### config.mk
export PLATFORM = sky130hd
export DESIGN_NAME = rr_onehot_arbiter
export DESIGN_NICKNAME = d
export VERILOG_FILES = /design/src/rtl/rr_arb_pkg.sv /design/src/rtl/rr_onehot_dec.sv /design/src/rtl/rr_onehot_arbiter.sv
export SDC_FILE = /design/constraint.sdc
export NUM_CORES = 1
export LEC_CHECK = 0
export CAP_MARGIN = 20
export CORE_ASPECT_RATIO = 1.75
export CORE_MARGIN = 1
export CORE_UTILIZATION = 46
export DETAILED_ROUTE_END_ITERATION = 16
export GPL_TIMING_DRIVEN = 0
export PLACE_DENSITY = 0.68
export SYNTH_ARGS = -nofsm -noshare
export SYNTH_HDL_FRONTEND = slang
export SYNTH_SLANG_ARGS = --single-unit
### constraint.sdc
create_clock -name clk -period 6.58 [get_ports clk]
set_input_delay 0.658 -clock clk [delete_from_list [all_inputs] [get_ports clk]]
set_output_delay 0.658 -clock clk [all_outputs]
set_load 0.02 [all_outputs]
### src/rtl/rr_arb_pkg.sv
// Shared types and the rotating-priority pick function
// for the round-robin one-hot arbiter.
package rr_arb_pkg;

    localparam int unsigned RR_MAX_BITS = 8;
    localparam int unsigned RR_MAX_N    = 1 << RR_MAX_BITS;

    typedef enum logic [1:0] {
        IDLE,
        GRANT,
        GAP
    } arb_state_t;

    typedef struct packed {
        logic        found;
        logic [31:0] idx;
    } rr_pick_t;

    // First set request at or after ptr, wrapping modulo n (n is a power of two).
    // Scans from the farthest offset down so the nearest hit is written last.
    function automatic rr_pick_t rr_pick(
        input logic [RR_MAX_N-1:0] req,
        input logic [31:0]         ptr,
        input logic [31:0]         n
    );
        rr_pick_t    r;
        logic [31:0] k;
        r.found = 1'b0;
        r.idx   = '0;
        for (int i = RR_MAX_N - 1; i >= 0; i--) begin
            k = (ptr + 32'(i)) & (n - 32'd1);
            if ((32'(i) < n) && req[k[RR_MAX_BITS-1:0]]) begin
                r.found = 1'b1;
                r.idx   = k;
            end
        end
        return r;
    endfunction

endpackage

### src/rtl/rr_onehot_dec.sv
// Binary index to one-hot vector decoder.
// Used on the next-state grant index of the arbiter.
module rr_onehot_dec #(
    parameter int BITS = 3
) (
    input  logic [BITS-1:0]      a,
    output logic [(1<<BITS)-1:0] y
);

    // Set exactly the bit addressed by a.
    always_comb begin
        y    = '0;
        y[a] = 1'b1;
    end

endmodule

### src/rtl/rr_onehot_arbiter.sv
// Round-robin arbiter with hold timeout and one-hot registered grant.
// Optional owner lock port enabled by defining ARB_LOCK_EN.
module rr_onehot_arbiter
    import rr_arb_pkg::*;
#(
    parameter int BITS     = 3,
    parameter int MAX_HOLD = 4
) (
    input  logic                 clk,
    input  logic                 rst_n,
    input  logic [(1<<BITS)-1:0] req,
    input  logic                 rel,
`ifdef ARB_LOCK_EN
    input  logic                 lock,
`endif
    output logic [(1<<BITS)-1:0] gnt,
    output logic [BITS-1:0]      gnt_idx,
    output logic                 gnt_vld,
    output logic                 timeout
);

    localparam int N  = 1 << BITS;
    localparam int HW = $clog2(MAX_HOLD + 1);
    localparam logic [HW-1:0] HOLD_MAX = HW'(MAX_HOLD);

    if (BITS < 1 || MAX_HOLD < 1) begin : g_bad_param
        $error("Bad parameter value");
    end
    if (BITS > int'(RR_MAX_BITS)) begin : g_bad_bits
        $error("Bad parameter value");
    end

    arb_state_t    state;
    arb_state_t    state_n;
    logic [BITS-1:0] ptr;
    logic [BITS-1:0] ptr_n;
    logic [BITS-1:0] idx_n;
    logic [HW-1:0] hold_cnt;
    logic [HW-1:0] hold_n;
    logic          vld_n;
    logic [N-1:0]  dec_y;
    logic          lock_on;
    rr_pick_t      pick;
    logic [BITS-1:0] pick_idx;

`ifdef ARB_LOCK_EN
    assign lock_on = lock;
`else
    assign lock_on = 1'b0;
`endif

    assign pick     = rr_pick(RR_MAX_N'(req), 32'(ptr), 32'(N));
    assign pick_idx = BITS'(pick.idx);

    rr_onehot_dec #(
        .BITS (BITS)
    ) u_dec (
        .a (idx_n),
        .y (dec_y)
    );

    // Next-state, hold counter and timeout decision for the IDLE/GRANT/GAP FSM.
    always_comb begin
        state_n = state;
        ptr_n   = ptr;
        idx_n   = gnt_idx;
        hold_n  = hold_cnt;
        vld_n   = 1'b0;
        timeout = 1'b0;
        unique case (state)
            IDLE: begin
                if (pick.found) begin
                    state_n = GRANT;
                    idx_n   = pick_idx;
                    hold_n  = HW'(1);
                    vld_n   = 1'b1;
                end
            end
            GRANT: begin
                vld_n = 1'b1;
                if (rel) begin
                    state_n = GAP;
                    vld_n   = 1'b0;
                end else if (hold_cnt == HOLD_MAX) begin
                    if (!lock_on) begin
                        state_n = GAP;
                        vld_n   = 1'b0;
                        timeout = 1'b1;
                    end
                end else begin
                    hold_n = hold_cnt + 1'b1;
                end
            end
            GAP: begin
                state_n = IDLE;
                ptr_n   = gnt_idx + 1'b1;
            end
            default: begin
                state_n = IDLE;
            end
        endcase
    end

    // State, pointer and registered grant outputs.
    always_ff @(posedge clk or negedge rst_n) begin
        if (!rst_n) begin
            state    <= IDLE;
            ptr      <= '0;
            gnt_idx  <= '0;
            hold_cnt <= '0;
            gnt      <= '0;
            gnt_vld  <= 1'b0;
        end else begin
            state    <= state_n;
            ptr      <= ptr_n;
            gnt_idx  <= idx_n;
            hold_cnt <= hold_n;
            gnt      <= vld_n ? dec_y : '0;
            gnt_vld  <= vld_n;
        end
    end

endmodule
== Word level (Yosys, flattened, before mapping) ==
Cells that the tools add are included.
Word-level totals
  bits in registers: 20
  latch bits: 0
  bits in writable memories: 0
  ROM bits: 0
  output and inout port bits: 13
  memories: 0
Cells by class
  $add $sub $neg: 9
  multiply operators: 0
  div/mod/pow operators: 0
  order comparisons: 10
  equal/unequal tests: 7
  shifts and indexed selects: 0
  mux-type cells: 44
  bitwise operators: 0
  reduce and logical (&&, ||, !) cells: 5
Operators with widths (number)
  $mux 33: 8
  $lt 3x9->1 const B: 8
  $bmux 1 s3: 8
  $mux 1: 15
  $mux 3: 5
  $add 3x3->3 const B: 4
  $add 3x1->3 const B: 3
  $mux 8: 1
  $add 3x2->3 const B: 2
  $mux 2: 3
  $ne 2x2->1 const B: 3
  $pmux 3 s2: 1
  $lt 3x4->1 const B: 1
  $pmux 2 s2: 1
  $reduce_and 4->1: 1
  $demux 1 s3: 1
  $eq 3x3->1 const B: 1
  $ge 3x1->1 const B: 1
  $ne 3x3->1 const B: 1
  $eq 2x1->1 const B: 1
  $eq 2x2->1 const B: 1
  $logic_not 2->1: 1
  $pmux 1 s2: 1
  $reduce_and 2->1: 1
  2 further kinds: 2

== Longest topological paths before layout ==
  depth after elaboration: 18
  mapped depth: 13

== By module ==
Synthesis repeated with hierarchy kept, for this count alone.
Unflattened totals
  cell total of the unflattened synthesis: 189
  area, all modules: 1925.6 um^2
By module, submodules not included
  rr_onehot_arbiter: instances 1, cells each 181, area each 1860.5 um^2
  rr_onehot_dec: instances 1, cells each 8, area each 65.1 um^2

== Worst setup path before layout ==
Ideal clock, no wire load.
  kind: register -> register
  start: register ptr[0]
  end: register gnt[4]
  setup time: 0.119 ns
  data arrival time: 2.674 ns
  slack: 3.787 ns
  cell stages (with the launch flop): 13
  clock period less this slack: 2.793 ns
  path through: dfrtp_1 -> buf_6 -> inv_1 -> ha_1 -> buf_2 -> buf_2 -> mux2_2 -> a221oi_1 -> nand3_1 -> a22o_1 -> a21oi_1 -> o32ai_1 -> and2_1
On the way
  longest elaborated chain between the ends: 18
  elaborated cells between the ends (all ways): 41
  classes of those cells: add/sub: 7; order compare: 2; mux: 31; reduce/logical: 1
Ends and longest elaborated chain
  start: declaration: line rr_onehot_arbiter.sv:35  | logic [BITS-1:0] ptr;
  start signal: assignment: line rr_onehot_arbiter.sv:115  | ptr <= ptr_n;
  $add 3x3->3: line rr_arb_pkg.sv:31  | k = (ptr + 32'(i)) & (n - 32'd1);
  $bmux 1 s3: line rr_arb_pkg.sv:32  | if ((32'(i) < n) && req[k[RR_MAX_BITS-1:0]]) begin
  $mux 1 (implied by the code): line rr_arb_pkg.sv:32
  $mux 33 (7 in series): line rr_arb_pkg.sv:32
  $mux 33 *: line rr_arb_pkg.sv:32
  $mux 3: line rr_onehot_arbiter.sv:72  | if (pick.found) begin
  $mux 3: line rr_onehot_arbiter.sv:70  | unique case (state)
  $lt 3x4->1 (implied by the code) / $ge 3x1->1 (equally long branches): line rr_onehot_dec.sv:13  | y[a] = 1'b1;
  $logic_and 1x1->1 (implied by the code): line rr_onehot_dec.sv:13
  $mux 1 (implied by the code): line rr_onehot_dec.sv:13
  $demux 1 s3
  $mux 8 *: line rr_onehot_arbiter.sv:118  | gnt <= vld_n ? dec_y : '0;
  end signal: assignment: line rr_onehot_arbiter.sv:118
  end: declaration: line rr_onehot_arbiter.sv:16  | output logic [(1<<BITS)-1:0] gnt,
Every way passes the cells marked *; elsewhere a longest branch is shown, timed or not. The select of a mux whose other input is x is not followed.
A chain may end at the register's enable or synchronous reset.

== Worst setup path in the final report ==
  start: register ptr[1]
  end: register gnt[4]
The elaborated chain is that of the path after synthesis.

==> reports/qor.csv <==
stage,metric,value,unit
timing,Worst Tran Pin Value,875.0,ps
logic_synthesis,Synth Net Count,229,
setup_path,Critical Path Source,ptr[1]$_DFFE_PN0N_,
setup_path,CP startpoint kind,flop,
placed_design,GP Congestion,0.9678,
clock_tree,post-CTS sizing,0,
cells_and_area,Synth-to-Final Area Change,16.61,%
clock_tree,clock root buffer,clkbuf_8,
power,Cell Pwr Density,570.9,nW/um2
timing,max-slew violations,0,
placed_design,placed cell count,283,
setup_path,Crit Path Category,reg -> reg,
run,MaxCap Viol Count,0,
setup_path,worst path required time,6770,ps
logic_synthesis,post-synthesis sequential area ratio,0.2546,
route,DRT antenna net count,0,
floorplan,# rows,31,
route,via count,1833,
route,DRT Wirelength,5.402,mm
clock_tree,Clock transition at path regs,70,ps
cells_and_area,"non-filler cells, final",287,
global_route,maximum number of pins on one net before global-route repair,21,
cells_and_area,finished layout cell area,2292,um2
timing,final setup TNS,0,ps
logic_synthesis,Syn Area/Cell,9.228,um2
route,drt first pass iters,5,
setup_path,CP Capture Type,flop,
logic_synthesis,Ys Warns,0,
floorplan,starting density of the core,0.4781,
global_route,global-route wire length before repair,9.073,mm
floorplan,Die X,51.42,um
global_route,Tot GR Track Use,0.2693,
timing,endpoints failing setup,0,
cells_and_area,share of cells above drive strength 1,0.1597,
timing,minimum clock period,3381,ps
setup_path,R2R depth,11,
cells_and_area,# fillers,398,
timing,Layout Skew,2.620,ps
timing,max_slew headroom,0.4148,
setup_path,worst r2r dst,gnt[4]$_DFF_PN0_,
clock_tree,CTS HTree Levels,1,
route,Residual DRC,0,
clock_tree,postcts setup bufs,0,
setup_path,R2R setup slack,3200,ps
setup_path,reg-to-reg startpoint,ptr[1]$_DFFE_PN0N_,
cells_and_area,most frequent cells in the layout,"21 x nor2_1, 21 x clkdlybuf4s50_1, 20 x dfrtp_1",
power,maximum vdd drop,0.3620,mV
setup_path,crit path capture,gnt[4]$_DFF_PN0_,
timing,crit share post-route,0.5138,
global_route,initial antenna violation count,0,
logic_synthesis,Synth Flop Type,dfrtp_1,
setup_path,CP Data Arrival Time,3580,ps
clock_tree,CTS buffer count,3,
placed_design,dpl cell area,2237,um2
route,vias per std cell,6.387,
clock_tree,hold_buf cts,0,
timing,final hold vios,0,
floorplan,IO Pins,24,
logic_synthesis,Mapped Area,1966,um2
hold_path,min-delay worst type,reg -> reg,
clock_tree,clk buf depth,2,
floorplan,area of the die,4549,um2
logic_synthesis,Post-Synthesis Cells,213,
floorplan,Placeable Area,4111,um2
cells_and_area,Diodes inserted,0,
placed_design,Port-buffer cells,21,
clock_tree,clock sink total,20,
floorplan,die boundary height,88.48,um
cells_and_area,nets,255,
timing,RSZ-0062 raised after global routing,no,
setup_path,"Max FO, Critical Path",10,
timing,f_max,295.8,MHz
logic_synthesis,register bit total from synthesis,20,
route,DR WL/cell,18.82,um
global_route,vias in the first global route,1842,
logic_synthesis,Post-synth EDFFs,0,
logic_synthesis,count of different cell masters after synthesis,50,
power,Lkg Pwr,0.0009458,uW
clock_tree,CTS tree,yes,
route,1st-iter DRT viols,71,
outcome,status,"complete, no violations",
global_route,grt total ovfl,0,
logic_synthesis,post-synthesis async set-or-reset flop share,1.000,
placed_design,DP Wirelength,4.040,mm
clock_tree,Skew-Pair Late Insertion Delay,250,ps
-- power breakdown --
group / switching (uW) / total, uW / internal, uW
clock: 37.9 / 91.1 / 53.2
sequential: 43.6 / 217 / 174
combinational: 565 / 1000 / 435
-- kinds of logic (layout without fill, tap and decap cells) --
family / after synthesis / count (layout) / synth area share
multiplexers: 35 / 35 / 0.2686
XOR/XNOR: 4 / 4 / 0.01783
flip-flops: 20 / 20 / 0.2546
adder cells (fa/ha/maj): 5 / 5 / 0.03183
buffers and inverters: 30 / 55 / 0.06683
AND/OR/NAND/NOR: 74 / 74 / 0.1878
AO/OA/AOI/OAI: 45 / 45 / 0.1725
-- cell usage after synthesis (4+ instances only) --
cell type  number  area [um2]
mux2_2         10       112.6
mux4_1          6       157.7
nor2_1         21       78.83
o211ai_1        4       30.03
clkbuf_1        8       30.03
nand3_1         4       20.02
nand2b_1        9       56.30
dfrtp_1        20       500.5
nand2_1        18       67.56
o21ai_0         6       30.03
buf_2           7       35.03
inv_1          10       37.54
mux4_2          5       112.6
a21oi_1        11       55.05
nor3_1          4       20.02
ha_1            5       62.56
mux2i_1        13       130.1
-- final cells by class --
| class | instances | area (um2) | area share |
|---|---|---|---|
| buffer | 19 | 90.09 | 0.03930 |
| clock buffer | 4 | 55.05 | 0.02402 |
| inverter | 11 | 41.29 | 0.01801 |
| multi-input combinational | 163 | 1334 | 0.5819 |
| sequential | 20 | 500.5 | 0.2183 |
| tap | 49 | 61.31 | 0.02675 |
| timing repair buffer | 21 | 210.2 | 0.09170 |
-- stage by stage --
stage	hold WS, ps	utilization	worst slack, ps	power, uW
2_1_floorplan	362.4	-	3787	955.5
3_3_place_gp	496.9	0.5441	2999	1194
3_5_place_dp	495.3	0.5441	3003	1200
4_1_cts	505.4	0.5575	3247	1299
5_1_grt	539.9	0.5575	2882	1416
6_report	512.2	0.5575	3199	1309
-- layer usage --
layer	global-route usage	wire length, um	vias to the layer above
li1	-	-	850
met1	0.3008	2055	879
met2	0.4652	2818	84
met3	0.04124	251	20
met4	0.1720	277	0
met5	0	0	-
-- registers in the layout (all words and copies together) (netlist names) --
name and count:
state 2, ptr 3, gnt 8, gnt_idx 3, hold_cnt 3, gnt_vld 1
-- worst min path at each step --
| stage | startpoint | end | slack, ps | cells after the start |
|---|---|---|---|---|
| floorplan | rst_n | gnt[0]$_DFF_PN0_ | 360 | 0 |
| global placement | hold_cnt[0]$_DFFE_PN0P_ | hold_cnt[0]$_DFFE_PN0P_ | 500 | 1 |
| detailed placement | hold_cnt[0]$_DFFE_PN0P_ | hold_cnt[0]$_DFFE_PN0P_ | 500 | 1 |
| CTS | hold_cnt[0]$_DFFE_PN0P_ | hold_cnt[0]$_DFFE_PN0P_ | 510 | 1 |
| global route | hold_cnt[0]$_DFFE_PN0P_ | hold_cnt[0]$_DFFE_PN0P_ | 540 | 1 |
| finish | hold_cnt[0]$_DFFE_PN0P_ | hold_cnt[0]$_DFFE_PN0P_ | 510 | 1 |
-- critical path, cell delays in order (launching register included) --
cell	delay (ps)
dfrtp_1	480
inv_1	180
ha_1	310
buf_2	240
buf_2	280
mux4_1	310
nor2_1	80
a311oi_1	350
clkbuf_1	400
inv_1	150
o32ai_1	360
and2_1	170
No activity file was read; power rests on OpenSTA's default activity.
==> RTL change (same flow settings) <==
Re-encode `arb_state_t` (3 states) as one-hot, 3 bits wide.
--- a/src/rtl/rr_arb_pkg.sv
+++ b/src/rtl/rr_arb_pkg.sv
@@ -5,10 +5,10 @@
     localparam int unsigned RR_MAX_BITS = 8;
     localparam int unsigned RR_MAX_N    = 1 << RR_MAX_BITS;
 
-    typedef enum logic [1:0] {
-        IDLE,
-        GRANT,
-        GAP
+    typedef enum logic [2:0] {
+        IDLE  = 3'b001,
+        GRANT = 3'b010,
+        GAP   = 3'b100
     } arb_state_t;
 
     typedef struct packed {
Behaviour: no difference found for any inputs over 10 cycles, from zero or initial values and one cycle with rst_n low; not proved beyond that.
==> RTL change against the unedited design <==
  * Hold slack hardly changed
  * Sequential cell count increased by 1
  * Power decreased by 2.1%
  * Final area decreased by 7.3%
  * Setup slack worse by 0.43 ns
  * Wire length shrank 15%
  * Synthesized area decreased by 8.9%
==> RTL change: results (changes against the unedited design) <==
stage,metric,value,unit,change
outcome,outcome,"finished, final reports clean",,
critical_path,Crit-path slowest cell,mux4_2,,
logic_synthesis,"Seq/Total Area, Yosys",29.4,%,+4.0 points
sta,Slew headroom,38.7,%,-2.8 points
route,routed wl met3,147,um,-41%
route,met1 WL,1.71,mm,-17%
critical_path,Crit path arrival time,4.00,ns,+0.42 ns
critical_path,Top delay family on crit path,buffers and inverters,,
place,Buffers on Ports,23,,+9.5%
power,leakage power,0.856,nW,-9.5%
route,vias per cell,6.24,,-2.4%
global_route,number of global-route vias before repair,1600,,-13%
global_route,pin count of the biggest net entering global routing,22,,+4.8%
layout,final-stage net count,226,,-11%
logic_synthesis,Synth cell types,47,,-6.0%
place,routability cong.,1.02,,+5.7%
critical_path,Worst R2R Setup Slack,2.76,ns,-0.43 ns
route,met2 wire length,2.44,mm,-13%
critical_path,worst r2r path cells,13,,+2
power,peak supply drop,0.380,mV,+4.9%
sta,Final Skew,0.00173,ns,-0.000887 ns
route,Pre-Repair DR Iteration Count,4,,-1
critical_path,FF-to-FF Start,ptr[0],,
logic_synthesis,Commonest cells post-synth,"nor2_1, dfrtp_1, mux4_2, nand2_1",,
critical_path,Crit Reg-Reg Endpoint,gnt[1],,
place,Detailed Place HPWL,3.59,mm,-11%
global_route,gr usage total,23.9,%,-3.0 points
route,Initial DRC Count,27,,-62%
global_route,first-pass GRT wire length,7.62,mm,-16%
logic_synthesis,"top cells by area, synth","dfrtp_1, mux4_2, mux2_2",,
power,switching power,0.617,mW,-4.6%
logic_synthesis,syn nets,198,,-14%
layout,layout cells sized above 1,19.6,%,+3.7 points
[RTL change: cell count changes in the layout (fill, tap and decap cells not counted), moves of 6 or more]
cell,change
mux4_2,+7
nor3_1,+7
clkbuf_1,-6
mux4_1,-6
nand2_1,-6
nand2b_1,-6
[RTL change: layout make-up]
cell class	count	area [um^2]	area share, %
plain buffers	10	52.6	2.47
clock buffers	3	41.3	1.94
clock inverters	1	5.00	0.236
inverters	10	37.5	1.77
multi-input cells	141	1170	55.2
flip-flops and latches	21	527	24.8
well taps	46	57.6	2.71
repair buffers	23	230	10.8
[RTL change: worst max-delay path by stage]
stage | from | to | depth (start not counted)
2_1_floorplan | ptr[0] | gnt[1] | 13
3_3_place_gp | ptr[0] | gnt[1] | 13
3_5_place_dp | ptr[0] | gnt[1] | 13
5_1_grt | ptr[0] | gnt[1] | 13
4_1_cts | ptr[0] | gnt[1] | 13
6_report | ptr[0] | gnt[1] | 13
[RTL change: through the flow]
| step | hold WS (ns) | worst slack (ns) | area (um^2) | cells | total power [mW] |
|---|---|---|---|---|---|
| detailed placement | 0.504 | 2.81 | 2080 | 251 | 1.19 |
| floorplan | 0.362 | 3.27 | 1790 | 182 | 0.952 |
| CTS | 0.513 | 2.78 | 2120 | 255 | 1.28 |
| finish | 0.513 | 2.76 | 2120 | 255 | 1.28 |
| global placement | 0.493 | 2.90 | 2080 | 251 | 1.16 |
| global route | 0.526 | 2.55 | 2120 | 255 | 1.38 |
[RTL change: metal layers]
layer  vias up  global-route usage, %
li1        728                      -
met1       786                   24.7
met2        55                   42.5
met3        21                   1.27
met4         0                   20.9
met5         -                      0
[RTL change: logic make-up after synthesis]
group	count (synthesis)	synth area share [%]
buf+inv	20	5.03
compound gates	32	13.2
xor+xnor	5	2.45
simple gates	66	18.3
mux	33	28.1
fa+ha+maj	5	3.49
flops	21	29.4
